===== config.mk =====
export PLATFORM = sky130hd
export DESIGN_NAME = adc_serial_rx
export DESIGN_NICKNAME = d
export VERILOG_FILES = /design/src/rtl/adc_serial_pkg.sv /design/src/rtl/adc_sclk_gen.sv /design/src/rtl/adc_serial_rx.sv
export SDC_FILE = /design/constraint.sdc
export NUM_CORES = 1
export LEC_CHECK = 0
export CAP_MARGIN = 20
export CORE_MARGIN = 4
export CORE_UTILIZATION = 50
export DETAILED_ROUTE_END_ITERATION = 12
export PLACE_DENSITY = 0.73
export SLEW_MARGIN = 10
export SYNTH_ARGS = -nofsm -noshare
export SYNTH_HDL_FRONTEND = slang
export SYNTH_SLANG_ARGS = --single-unit

===== constraint.sdc =====
create_clock -name clk -period 2.05 [get_ports clk]
set_input_delay 0.41 -clock clk [delete_from_list [all_inputs] [get_ports clk]]
set_output_delay 0.41 -clock clk [all_outputs]
set_load 0.02 [all_outputs]

===== src/rtl/adc_serial_pkg.sv =====
// Shared definitions for the ADC serial receiver.
// Contents:
//   DEF_*        default values for CLK_DIV, FRAME_BITS, LEAD_BITS, DATA_WIDTH
//   adc_state_t  frame sequencer states
package adc_serial_pkg;

   localparam int unsigned DEF_CLK_DIV    = 4;
   localparam int unsigned DEF_FRAME_BITS = 16;
   localparam int unsigned DEF_LEAD_BITS  = 3;
   localparam int unsigned DEF_DATA_WIDTH = 10;

   typedef enum logic [2:0] {
      IDLE,
      CS_SETUP,
      SHIFT,
      DONE,
      QUIET
   } adc_state_t;

endpackage


===== src/rtl/adc_sclk_gen.sv =====
// Half-period timer for the ADC serial clock.
// Produces a one-cycle tick every CLK_DIV clk cycles while enabled. The count
// restarts from zero whenever the block is disabled.
// Ports:
//   clk   in   system clock
//   rst   in   synchronous, active-high reset
//   en    in   run the half-period counter
//   tick  out  one-cycle pulse at the end of each CLK_DIV-cycle half period
module adc_sclk_gen
   import adc_serial_pkg::*;
#(
   parameter int unsigned CLK_DIV = DEF_CLK_DIV
) (
   input  logic clk,
   input  logic rst,
   input  logic en,
   output logic tick
);

   localparam int unsigned CW = $clog2(CLK_DIV);
   localparam logic [CW-1:0] CNT_LAST = CW'(CLK_DIV - 1);

   logic [CW-1:0] cnt_q;

   always_comb begin
      tick = en && (cnt_q == CNT_LAST);
   end

   always_ff @(posedge clk) begin
      if (rst || !en) begin
         cnt_q <= '0;
      end else if (tick) begin
         cnt_q <= '0;
      end else begin
         cnt_q <= cnt_q + 1'b1;
      end
   end

endmodule


===== src/rtl/adc_serial_rx.sv =====
// Serial front end for the external SPI-style ADC.
// A start request in IDLE frames one conversion: chip select low, one setup
// half period, FRAME_BITS sclk cycles (low half then high half), a one-cycle
// DONE with the ready pulse, then a quiet gap of two half periods.
// adc_miso is captured on the clk edge where sclk rises; only bits
// LEAD_BITS..LEAD_BITS+DATA_WIDTH-1 of the frame enter the sample, MSB first.
// Build option: ADC_AVG_EN -- sample becomes the truncated mean of the last
// four captures (history cleared by reset); otherwise the raw capture.
// Ports:
//   clk       in   system clock
//   rst       in   synchronous, active-high reset
//   start     in   conversion request, only looked at in IDLE
//   adc_miso  in   ADC serial data
//   adc_cs_n  out  ADC chip select, active low
//   adc_sclk  out  ADC serial clock, idles high
//   sample    out  last sample, changes only in the ready cycle
//   ready     out  one-cycle pulse when sample updates
//   busy      out  high whenever not IDLE
module adc_serial_rx
   import adc_serial_pkg::*;
#(
   parameter int unsigned CLK_DIV    = DEF_CLK_DIV,
   parameter int unsigned FRAME_BITS = DEF_FRAME_BITS,
   parameter int unsigned LEAD_BITS  = DEF_LEAD_BITS,
   parameter int unsigned DATA_WIDTH = DEF_DATA_WIDTH
) (
   input  logic                  clk,
   input  logic                  rst,
   input  logic                  start,
   input  logic                  adc_miso,
   output logic                  adc_cs_n,
   output logic                  adc_sclk,
   output logic [DATA_WIDTH-1:0] sample,
   output logic                  ready,
   output logic                  busy
);

   localparam int unsigned BW = $clog2(FRAME_BITS);
   localparam int unsigned QW = $clog2(2 * CLK_DIV);
   localparam logic [BW-1:0] LAST_BIT   = BW'(FRAME_BITS - 1);
   localparam logic [BW-1:0] FIRST_DATA = BW'(LEAD_BITS);
   localparam logic [BW-1:0] LAST_DATA  = BW'(LEAD_BITS + DATA_WIDTH - 1);
   localparam logic [QW-1:0] QUIET_LAST = QW'(2 * CLK_DIV - 1);

   adc_state_t state_q, state_d;

   logic                  sclk_q;
   logic [BW-1:0]         bit_q;
   logic [QW-1:0]         quiet_q;
   logic [DATA_WIDTH-1:0] data_q;
   logic [DATA_WIDTH-1:0] sample_q;
   logic [DATA_WIDTH-1:0] sample_next;

   logic tick;
   logic tick_en;
   logic sclk_rise;
   logic sclk_fall;
   logic bit_adv;
   logic frame_end;
   logic capture;

   adc_sclk_gen #(
      .CLK_DIV(CLK_DIV)
   ) u_sclk_gen (
      .clk  (clk),
      .rst  (rst),
      .en   (tick_en),
      .tick (tick)
   );

   // The half-period timer runs continuously from CS_SETUP through SHIFT, so
   // every tick marks an sclk edge: the setup tick drops sclk for bit 0, a tick
   // with sclk low raises it (capture point), a tick with sclk high either
   // starts the next bit or closes the frame.
   always_comb begin
      state_d   = state_q;
      tick_en   = 1'b0;
      sclk_rise = 1'b0;
      sclk_fall = 1'b0;
      bit_adv   = 1'b0;
      frame_end = 1'b0;
      case (state_q)
         IDLE: begin
            if (start) state_d = CS_SETUP;
         end
         CS_SETUP: begin
            tick_en = 1'b1;
            if (tick) begin
               sclk_fall = 1'b1;
               state_d   = SHIFT;
            end
         end
         SHIFT: begin
            tick_en = 1'b1;
            if (tick) begin
               if (!sclk_q) begin
                  sclk_rise = 1'b1;
               end else if (bit_q == LAST_BIT) begin
                  frame_end = 1'b1;
                  state_d   = DONE;
               end else begin
                  sclk_fall = 1'b1;
                  bit_adv   = 1'b1;
               end
            end
         end
         DONE: begin
            state_d = QUIET;
         end
         QUIET: begin
            if (quiet_q == QUIET_LAST) state_d = IDLE;
         end
         default: begin
            state_d = IDLE;
         end
      endcase
   end

   always_comb begin
      capture  = sclk_rise && (bit_q >= FIRST_DATA) && (bit_q <= LAST_DATA);
      adc_sclk = sclk_q;
      adc_cs_n = !((state_q == CS_SETUP) || (state_q == SHIFT));
      busy     = (state_q != IDLE);
      ready    = (state_q == DONE);
      sample   = sample_q;
   end

`ifdef ADC_AVG_EN
   logic [DATA_WIDTH-1:0] hist_q [3];
   logic [DATA_WIDTH+1:0] avg_sum;

   // Mean of the new capture and the three before it; DATA_WIDTH+2 bits
   // cannot overflow for four operands.
   always_comb begin
      avg_sum     = {2'b00, data_q} + {2'b00, hist_q[0]} +
                    {2'b00, hist_q[1]} + {2'b00, hist_q[2]};
      sample_next = avg_sum[DATA_WIDTH+1:2];
   end

   always_ff @(posedge clk) begin
      if (rst) begin
         for (int unsigned i = 0; i < 3; i++) hist_q[i] <= '0;
      end else if (frame_end) begin
         hist_q[0] <= data_q;
         hist_q[1] <= hist_q[0];
         hist_q[2] <= hist_q[1];
      end
   end
`else
   always_comb begin
      sample_next = data_q;
   end
`endif

   always_ff @(posedge clk) begin
      if (rst) begin
         state_q  <= IDLE;
         sclk_q   <= 1'b1;
         bit_q    <= '0;
         quiet_q  <= '0;
         data_q   <= '0;
         sample_q <= '0;
      end else begin
         state_q <= state_d;

         if (sclk_fall) begin
            sclk_q <= 1'b0;
         end else if (sclk_rise) begin
            sclk_q <= 1'b1;
         end

         if (frame_end) begin
            bit_q <= '0;
         end else if (bit_adv) begin
            bit_q <= bit_q + 1'b1;
         end

         if (state_q == QUIET && quiet_q != QUIET_LAST) begin
            quiet_q <= quiet_q + 1'b1;
         end else begin
            quiet_q <= '0;
         end

         if (capture) begin
            data_q <= {data_q[DATA_WIDTH-2:0], adc_miso};
         end

         // Loaded on the edge entering DONE, so it is visible with ready.
         if (frame_end) begin
            sample_q <= sample_next;
         end
      end
   end

endmodule


# Word level (Yosys, flattened, before mapping)
# Index checks and enable logic that the tools add are counted.
# op_classes
bitwise_logic,1
n_eq_ne,14
addsub,3
order_cmp,2
reduce_logical,16
n_mux,23
# ops
cell,n
3-bit 2-to-1 mux,6
1-bit 2-to-1 mux,15
3-bit one-hot mux with 5 select lines,1
2-bit inequality test (second input constant),6
2-bit OR reduction,4
3-bit by 2-bit == test with 1-bit output (second input constant),2
3-bit == test (second input constant),2
6-bit AND reduction,1
4-bit by 1-bit adder with 4-bit output (second input constant),1
4-bit == test (second input constant),1
4-bit by 2-bit >= comparator with 1-bit output (second input constant),1
4-bit <= comparator (second input constant),1
1-bit logical AND,4
3-bit by 1-bit adder with 3-bit output (second input constant),1
3-bit by 1-bit == test with 1-bit output (second input constant),1
3-bit logical NOT,1
3-bit inequality test (second input constant),1
3-bit nonzero test,1
2-bit by 1-bit adder with 2-bit output (second input constant),1
2-bit == test (second input constant),1
1-bit logical NOT,2
1-bit logical OR,2
1-bit one-hot mux with 2 select lines,1
2-bit nonzero test,1
1-bit NOT,1
# totals
reg_bits,33
elab_cells,66
input_bits,4

# Longest topological paths before layout
# Gate-level depths: netlist of run 1.
# logic_depth
word_depth,8
ltp_mapped,6

# Cells and area by module
# A second synthesis of run 1 with hierarchy kept.
# unflattened
hier_cells,142
area_unflattened_um2,1405.1
# by_module_without_submodules
mod,seq_area_each_um2,area_per_inst_um2,instances,cells_per_inst
adc_serial_rx,620.6,1318.8,1,136
adc_sclk_gen,40.0,86.3,1,6

# Least setup slack after synthesis of run 1
# Ideal clock, no wire load.
# synth_path
kind,reg2reg
from,reg sclk_q (netlist: adc_sclk)
to,reg sample_q[9] (netlist: sample[9])
stages_incl_launch_ff,6
setup_ns,0.116
path_buffers,2
arrival_time_ns,1.526
required_ns,1.934
slack_ns,0.409
path_cell_list,dfxtp_1 clkbuf_1 inv_1 or3_1 buf_6 a31o_1
# synth_between
elab_chain_len,3
# synth_lines
item,line,text
from (decl),adc_serial_rx.sv:47,logic sclk_q;
from (signal assigned),adc_serial_rx.sv:158,sclk_q <= 1'b1;
from (signal assigned),adc_serial_rx.sv:167,sclk_q <= 1'b0;
from (signal assigned),adc_serial_rx.sv:169,sclk_q <= 1'b1;
1-bit 2-to-1 mux,adc_serial_rx.sv:96,if (!sclk_q) begin
1-bit 2-to-1 mux,adc_serial_rx.sv:95,if (tick) begin
1-bit 2-to-1 mux,adc_serial_rx.sv:82,case (state_q)
to (signal assigned),adc_serial_rx.sv:190,sample_q <= sample_next;
to (decl),adc_serial_rx.sv:51,logic [DATA_WIDTH-1:0] sample_q;
# No other way between the ends.
# A chain may end at the register's enable or synchronous reset.

# Worst setup path after layout of run 1
# layout_path
from,reg sclk_q (netlist: adc_sclk)
to,out adc_sclk
# layout_lines
item,line,text
to (decl),adc_serial_rx.sv:32,"output logic adc_sclk,"
# No word-level cell between the ends.

==> metrics.md, run 1 <==
| Metric | Value |
|---|---|
| Drt wl/cell | 15.3 um |
| Endpoint class of the critical path | output pin |
| PortBufs | 17 |
| Hold Vio Cnt, Final | 0 |
| Count of final setup violators | 0 |
| CTS tree | done |
| Lkg Pwr | 0.639 nW |
| Worst-path cell chain | clkdlybuf4s50_1 |
| Final WS setup | 0.203 ns |
| Vias after detailed routing | 1,150 |
| Cell family with most CP delay | buffers and inverters |
| Initial DRC Count | 41 |
| Seq/Total Area, Yosys | 0.452 |
| Post-synth ARST share | 0 |
| Min Tclk post-route | 1.85 ns |
| Critical Path Stages | 1 |
| Cell internal pwr | 0.794 mW |
| H-tree depth | 2 |
| Initial antenna violation count | 0 |
| Slowest stage cell, crit path | clkdlybuf4s50_1 |
| Period utilization | 0.901 |
| Switch Pwr | 0.254 mW |
| Core area | 2780 um^2 |
| Num Clock Sinks | 33 |
| Hold EP | u_sclk_gen.cnt_q[0]$_SDFF_PP0_ |
| Hold Path Origin | u_sclk_gen.cnt_q[0]$_SDFF_PP0_ |
| Die width | 62.0 um |
| Initial Util | 0.525 |
| # hold bufs at CTS | 0 |
| Crit Path Max Fanout | 9 |
| Routed Antenna Nets | 0 |
| Antenna Diode Count | 0 |
| Root Buffer | clkbuf_4 |
| Post-Syn Instances | 148 |
| Seq cells post-synth | 33 |
| GRT Util Overall | 0.186 |
| Worst Clk Skew | 0.00709 ns |
| Pre-CTS setup slack | 0.174 ns |
| DIE HEIGHT | 62.0 um |
| First-pass iteration count of the detailed router | 4 |
| Nets | 174 |
| CTS clk-pin slew, worst paths | 0.10 ns |
| Full die area | 3850 um^2 |
| Status | complete, no violations |
| IO Pins | 18 |
| Primary FF master, synth | dfxtp_1 |
| Vias in the first global route | 1,113 |
| Part of the power in registers | 0.619 |
| Clk Latency, worst-skew pair | 0.34 ns |
| Global-route wire length before repair | 5090 um |
| Synthesized area | 1460 um^2 |
| Worst min path class | register to register |
| Vias/cell | 5.84 |
| Setup slack, reg-to-reg | 0.35 ns |
| P per Cell Area | 610 nW/um^2 |
| Setup repair bufs after CTS | 0 |
| Clock Path Buffers | 2 |
| Fin util | 0.618 |
| Setup CP Type | register to output pin |
| Maxcap violations | 0 |
| Yosys Warn Count | 0 |
| Highest Clock Rate | 541 MHz |
| Slew HR | 0.724 |
| Share of layout cells above drive strength 1 | 0.151 |
| Critical path arrival | 1.44 ns |
| Critical path's largest stage delay | 0.64 ns |
| Syn nets | 157 |
| Slew @ Worst Pin | 0.413 ns |
| Cts bufs inserted | 5 |
| Startpoint types | register |
| Post-route cell area | 1720 um^2 |
| R2R cell count | 4 |
| GRT overflow | 0 |
| Worst VDD drop | 0.000625 V |
| Avg Inst Size Synth | 9.87 um^2 |
| Pin count of the biggest net entering global routing | 16 |
| Post-synth EDFFs | 0 |
| Clock network fraction of total power | 0.339 |
| RePlAce Congestion | 0.774 |
| Drc violations | 0 |
| RSZ-0062 raised after global routing | false |
| Synthesis-to-layout area growth | 17.7% |
| Std cell rows | 19 |
| Final Max Tran Viols | 0 |
| Reg-to-Reg End | sample[5]$_SDFFE_PP0P_ |
| Dpl hpwl | 1970 um |
| Routed WL | 3010 um |
| Minimum hold slack | 0.432 ns |
| Comb pwr share | 0.043 |
| Distinct cells, synth | 32 |
| Buf+Inv Stages, Crit Path | 1 |
| Post-DP Area | 1650 um^2 |
| R2R Path Start | u_sclk_gen.cnt_q[0]$_SDFF_PP0_ |
| Req. time, crit path | 1.64 ns |
| Hold-critical path depth | 1 |
| Setup TNS | 0 ns |
| Sw frac | 0.242 |
==> state kept, by name, summed over array words and instances, names as in the netlist <==
name,cells
quiet_q,3
data_q,10
u_sclk_gen.cnt_q,2
adc_sclk,1
bit_q,4
state_q,3
sample,10
==> cell usage after synthesis, types with 2 or more instances <==
library cell  number  area share
a21oi_1            3       0.010
a31o_1            10       0.060
a31o_2             3       0.018
and2_1             2      0.0086
buf_2              3       0.010
buf_6              3       0.023
clkbuf_1           7       0.018
dfxtp_1           33        0.45
ha_1               5       0.043
inv_1              6       0.015
mux2i_1           12       0.082
nand2_1            5       0.013
nand2b_1          11       0.047
nand3_1            3       0.010
nand4_1            2      0.0086
nor2_1             4       0.010
nor2b_1            2      0.0086
nor3_1             5       0.017
nor3b_1            2       0.010
nor4_1            12       0.051
o21ai_0            3       0.010
or3_1              2      0.0086
==> worst max path at each step <==
stage	endpoint	from	slack, ns
after floorplan	sample[9]$_SDFFE_PP0P_	adc_sclk$_SDFFE_PP1P_	0.41
after global placement	ready	state_q[1]$_SDFFE_PP0P_	0.20
after detailed placement	ready	state_q[1]$_SDFFE_PP0P_	0.17
after CTS	adc_cs_n	state_q[0]$_SDFFE_PP0P_	0.03
after global routing	ready	state_q[1]$_SDFFE_PP0P_	0.11
final	adc_sclk	adc_sclk$_SDFFE_PP1P_	0.20
==> what timing repair did <==
item | in CTS | in global routing
gates resized for setup | 6 | 4
pin swaps | 0 | 0
gates cloned | 0 | 0
setup endpoints to repair | 3 | 2
==> final cells by class <==
class                           count  area (um^2)
Fill cell                         236         1060
Multi-Input combinational cell     96          716
Sequential cell                    33          671
Timing Repair Buffer               23          215
Tap cell                           31         38.8
Clock buffer                        5         37.5
Inverter                            6         22.5
Clock inverter                      3         17.5
==> power by group through the flow <==
| stage | Sequential (mW) | Clock [mW] | Combinational [mW] |
|---|---|---|---|
| 6_report | 0.648 | 0.355 | 0.0446 |
| 5_1_grt | 0.649 | 0.398 | 0.0489 |
| 4_1_cts | 0.648 | 0.369 | 0.0455 |
| 3_5_place_dp | 0.663 | 0 | 0.0458 |
| 3_3_place_gp | 0.663 | 0 | 0.0450 |
| 2_1_floorplan | 0.660 | 0 | 0.0324 |
==> kinds of logic after synthesis <==
logic type                 count (synthesis)  share of synthesized area
DFF                                       33                      0.452
adders and majority gates                  5                     0.0428
xor gates and xnor gates                   1                    0.00600
AOI/OAI and AO/OA                         23                      0.121
and+or+nand+nor                           55                      0.229
muxes                                     12                     0.0823
buffers and inverters                     19                     0.0668
==> metrics by stage <==
step / power (mW) / std cells
final: 1.05 / 197
after CTS: 1.06 / 197
after global routing: 1.10 / 197
after detailed placement: 0.709 / 189
after floorplan: 0.692 / 148
after global placement: 0.708 / 189
==> placed cells by master (no fill, tap or decap), types with 2 or more instances in the layout <==
cell	Yosys	routed
mux2i_1	12	12
nor3b_1	2	2
nand3_1	3	3
buf_4	0	6
clkbuf_4	0	5
and2_1	2	2
clkdlybuf4s50_1	0	14
a31o_1	10	10
dlygate4sd2_1	0	2
or3_1	2	2
dfxtp_2	0	2
nand4_1	2	2
dfxtp_1	33	29
nor2_1	4	4
nor3_1	5	5
a31o_2	3	3
a21oi_1	3	3
ha_1	5	5
nand2_1	5	5
clkinv_2	0	2
inv_1	6	6
nor4_1	12	11
dfxtp_4	0	2
nand2b_1	11	11
o21ai_0	3	3
nor2b_1	2	2
==> metal layers <==
layer,track usage,routed length [um],up-vias
li1,-,-,571
met1,0.213,1350,542
met2,0.291,1430,29
met3,0.0702,144,8
met4,0.115,89,0
met5,0,0,-
No activity file was read; power rests on OpenSTA's default activity.
==> run 2: changes to the inputs <==
--- a/config.mk
+++ b/config.mk
@@ -7,7 +7,7 @@
 export LEC_CHECK = 0
 export CAP_MARGIN = 20
 export CORE_MARGIN = 4
-export CORE_UTILIZATION = 50
+export CORE_UTILIZATION = 48
 export DETAILED_ROUTE_END_ITERATION = 12
 export PLACE_DENSITY = 0.73
 export SLEW_MARGIN = 10
==> constraint.sdc (replaced) <==
create_clock -name clk -period 1.6 [get_ports clk]
set_input_delay 0.32 -clock clk [delete_from_list [all_inputs] [get_ports clk]]
set_output_delay 0.32 -clock clk [all_outputs]
set_load 0.02 [all_outputs]
==> metrics.md, run 2 (synthesized netlist as in run 1, its figures left out) <==
| Metric | Value |
|---|---|
| Status | complete, no violations |
| Min Tclk post-route | 1.58 ns |
| GRT overflow | 0 |
| CTS clk-pin slew, worst paths | 0.09 ns |
| Buf+Inv Stages, Crit Path | 2 |
| Share of layout cells above drive strength 1 | 0.318 |
| Antenna Diode Count | 0 |
| Root Buffer | clkbuf_4 |
| Endpoint class of the critical path | register |
| Initial antenna violation count | 0 |
| Vias after detailed routing | 1,286 |
| RePlAce Congestion | 0.850 |
| Critical path's largest stage delay | 0.35 ns |
| Worst-path cell chain | ha_4, nand4bb_4, buf_6, nor4_4, buf_6, mux2i_2 |
| Cell family with most CP delay | simple AND/OR/NAND/NOR gates |
| Pin count of the biggest net entering global routing | 16 |
| Commonest non-fill, non-tap cell in the layout | buf_4 |
| # hold bufs at CTS | 0 |
| Count of final setup violators | 0 |
| Most frequent cells in the layout | 30 x buf_4, 28 x dfxtp_1, 11 x nand2b_1, 11 x nor4_1, 11 x dlygate4sd2_1 |
| Clock Path Buffers | 2 |
| Slew HR | 0.769 |
| Clk Latency, worst-skew pair | 0.33 ns |
| Hold Vio Cnt, Final | 0 |
| Die width | 63.2 um |
| Routed WL | 3410 um |
| Critical path arrival | 1.83 ns |
| Highest Clock Rate | 633 MHz |
| Initial DRC Count | 52 |
| Routed Antenna Nets | 0 |
| Worst Clk Skew | 0.00485 ns |
| Drt wl/cell | 15.3 um |
| Setup CP Type | register to register |
| Initial Util | 0.516 |
| Setup slack, reg-to-reg | 0.02 ns |
| Vias in the first global route | 1,219 |
| H-tree depth | 2 |
| Maxcap violations | 0 |
| Lkg Pwr | 0.818 nW |
| Period utilization | 0.987 |
| Slew @ Worst Pin | 0.343 ns |
| Vias/cell | 5.77 |
| Startpoint types | register |
| Dpl hpwl | 2330 um |
| Placed cell count | 208 |
| Slowest stage cell, crit path | dfxtp_2 |
| Pre-CTS setup slack | -0.0509 ns |
| Crit Path Max Fanout | 5 |
| Non-Filler Instances | 223 |
| IO Pins | 18 |
| Core area | 2830 um^2 |
| First-pass iteration count of the detailed router | 4 |
| Final Max Tran Viols | 0 |
| Synthesis-to-layout area growth | 34.9% |
| Req. time, crit path | 1.85 ns |
| RSZ-0062 raised after global routing | true |
| PortBufs | 17 |
| Fill count | 222 |
| Cts bufs inserted | 5 |
| Std cell rows | 19 |
| GRT Util Overall | 0.174 |
| P per Cell Area | 700 nW/um^2 |
| Nets | 201 |
| Num Clock Sinks | 33 |
| Total power | 1.38 mW |
| Global-route wire length before repair | 5590 um |
| Minimum hold slack | 0.437 ns |
| Most Frequent Cell on Critical Path | buf_6 |
| Worst min path class | register to register |
| Drc violations | 0 |
| Worst VDD drop | 0.000538 V |
| Final WS setup | 0.0202 ns |
| DIE HEIGHT | 63.2 um |
| CTS tree | done |
| Full die area | 3990 um^2 |
[run 2: changes by cell type in the layout (fill, tap and decap cells not counted), moves of 2 or more]
cell / before / now
buf_2: 0 / 2
buf_4: 6 / 30
buf_6: 0 / 4
clkdlybuf4s50_1: 14 / 3
clkinv_2: 2 / 0
dlygate4sd2_1: 2 / 11
mux2i_1: 12 / 10
mux2i_2: 0 / 2
[run 2: worst paths after layout]
kind | cells after the start | start | end
setup / recovery | 6 | u_sclk_gen.cnt_q[1]$_SDFF_PP0_ | data_q[5]$_SDFFE_PP0P_
hold / removal | 1 | u_sclk_gen.cnt_q[0]$_SDFF_PP0_ | u_sclk_gen.cnt_q[0]$_SDFF_PP0_
setup reg to reg | 6 | u_sclk_gen.cnt_q[1]$_SDFF_PP0_ | data_q[5]$_SDFFE_PP0P_
hold reg to reg | 1 | u_sclk_gen.cnt_q[0]$_SDFF_PP0_ | u_sclk_gen.cnt_q[0]$_SDFF_PP0_
[run 2: cell type report]
type | instances | area, um^2 | share of cell area
Clock buffer | 7 | 55.1 | 0.0280
Inverter | 6 | 22.5 | 0.0114
Multi-Input combinational cell | 96 | 774 | 0.393
Sequential cell | 33 | 672 | 0.341
Tap cell | 31 | 38.8 | 0.0197
Timing Repair Buffer | 50 | 407 | 0.206
[run 2: stage by stage]
step                      setup TNS [ns]  area, um^2  utilization
after floorplan                        0        1460            -
after global placement           -0.0387        1790        0.632
after detailed placement          -0.283        1790        0.632
after CTS                              0        1850        0.653
after global routing              -0.431        1970        0.696
final                                  0        1970        0.696
[run 2: power by group]
group / internal (mW) / total [mW] / switching [mW]
clock: 0.207 / 0.468 / 0.261
sequential: 0.823 / 0.830 / 0.00649
combinational: 0.0441 / 0.0806 / 0.0365
[run 2: routing by layer]
layer	wire length (um)	part of all wire	GRT usage
met5	0	0	0
met4	67	0.020	0.0771
met3	159	0.047	0.0515
met2	1660	0.49	0.277
met1	1520	0.45	0.216
[run 2: timing repair]
item                                    in CTS  in global routing
endpoints found under the setup margin      17                 13
pin swaps                                    0                  3
cloned                                       0                  1
buffers inserted                             0                  7
gates resized for setup                     30                 20
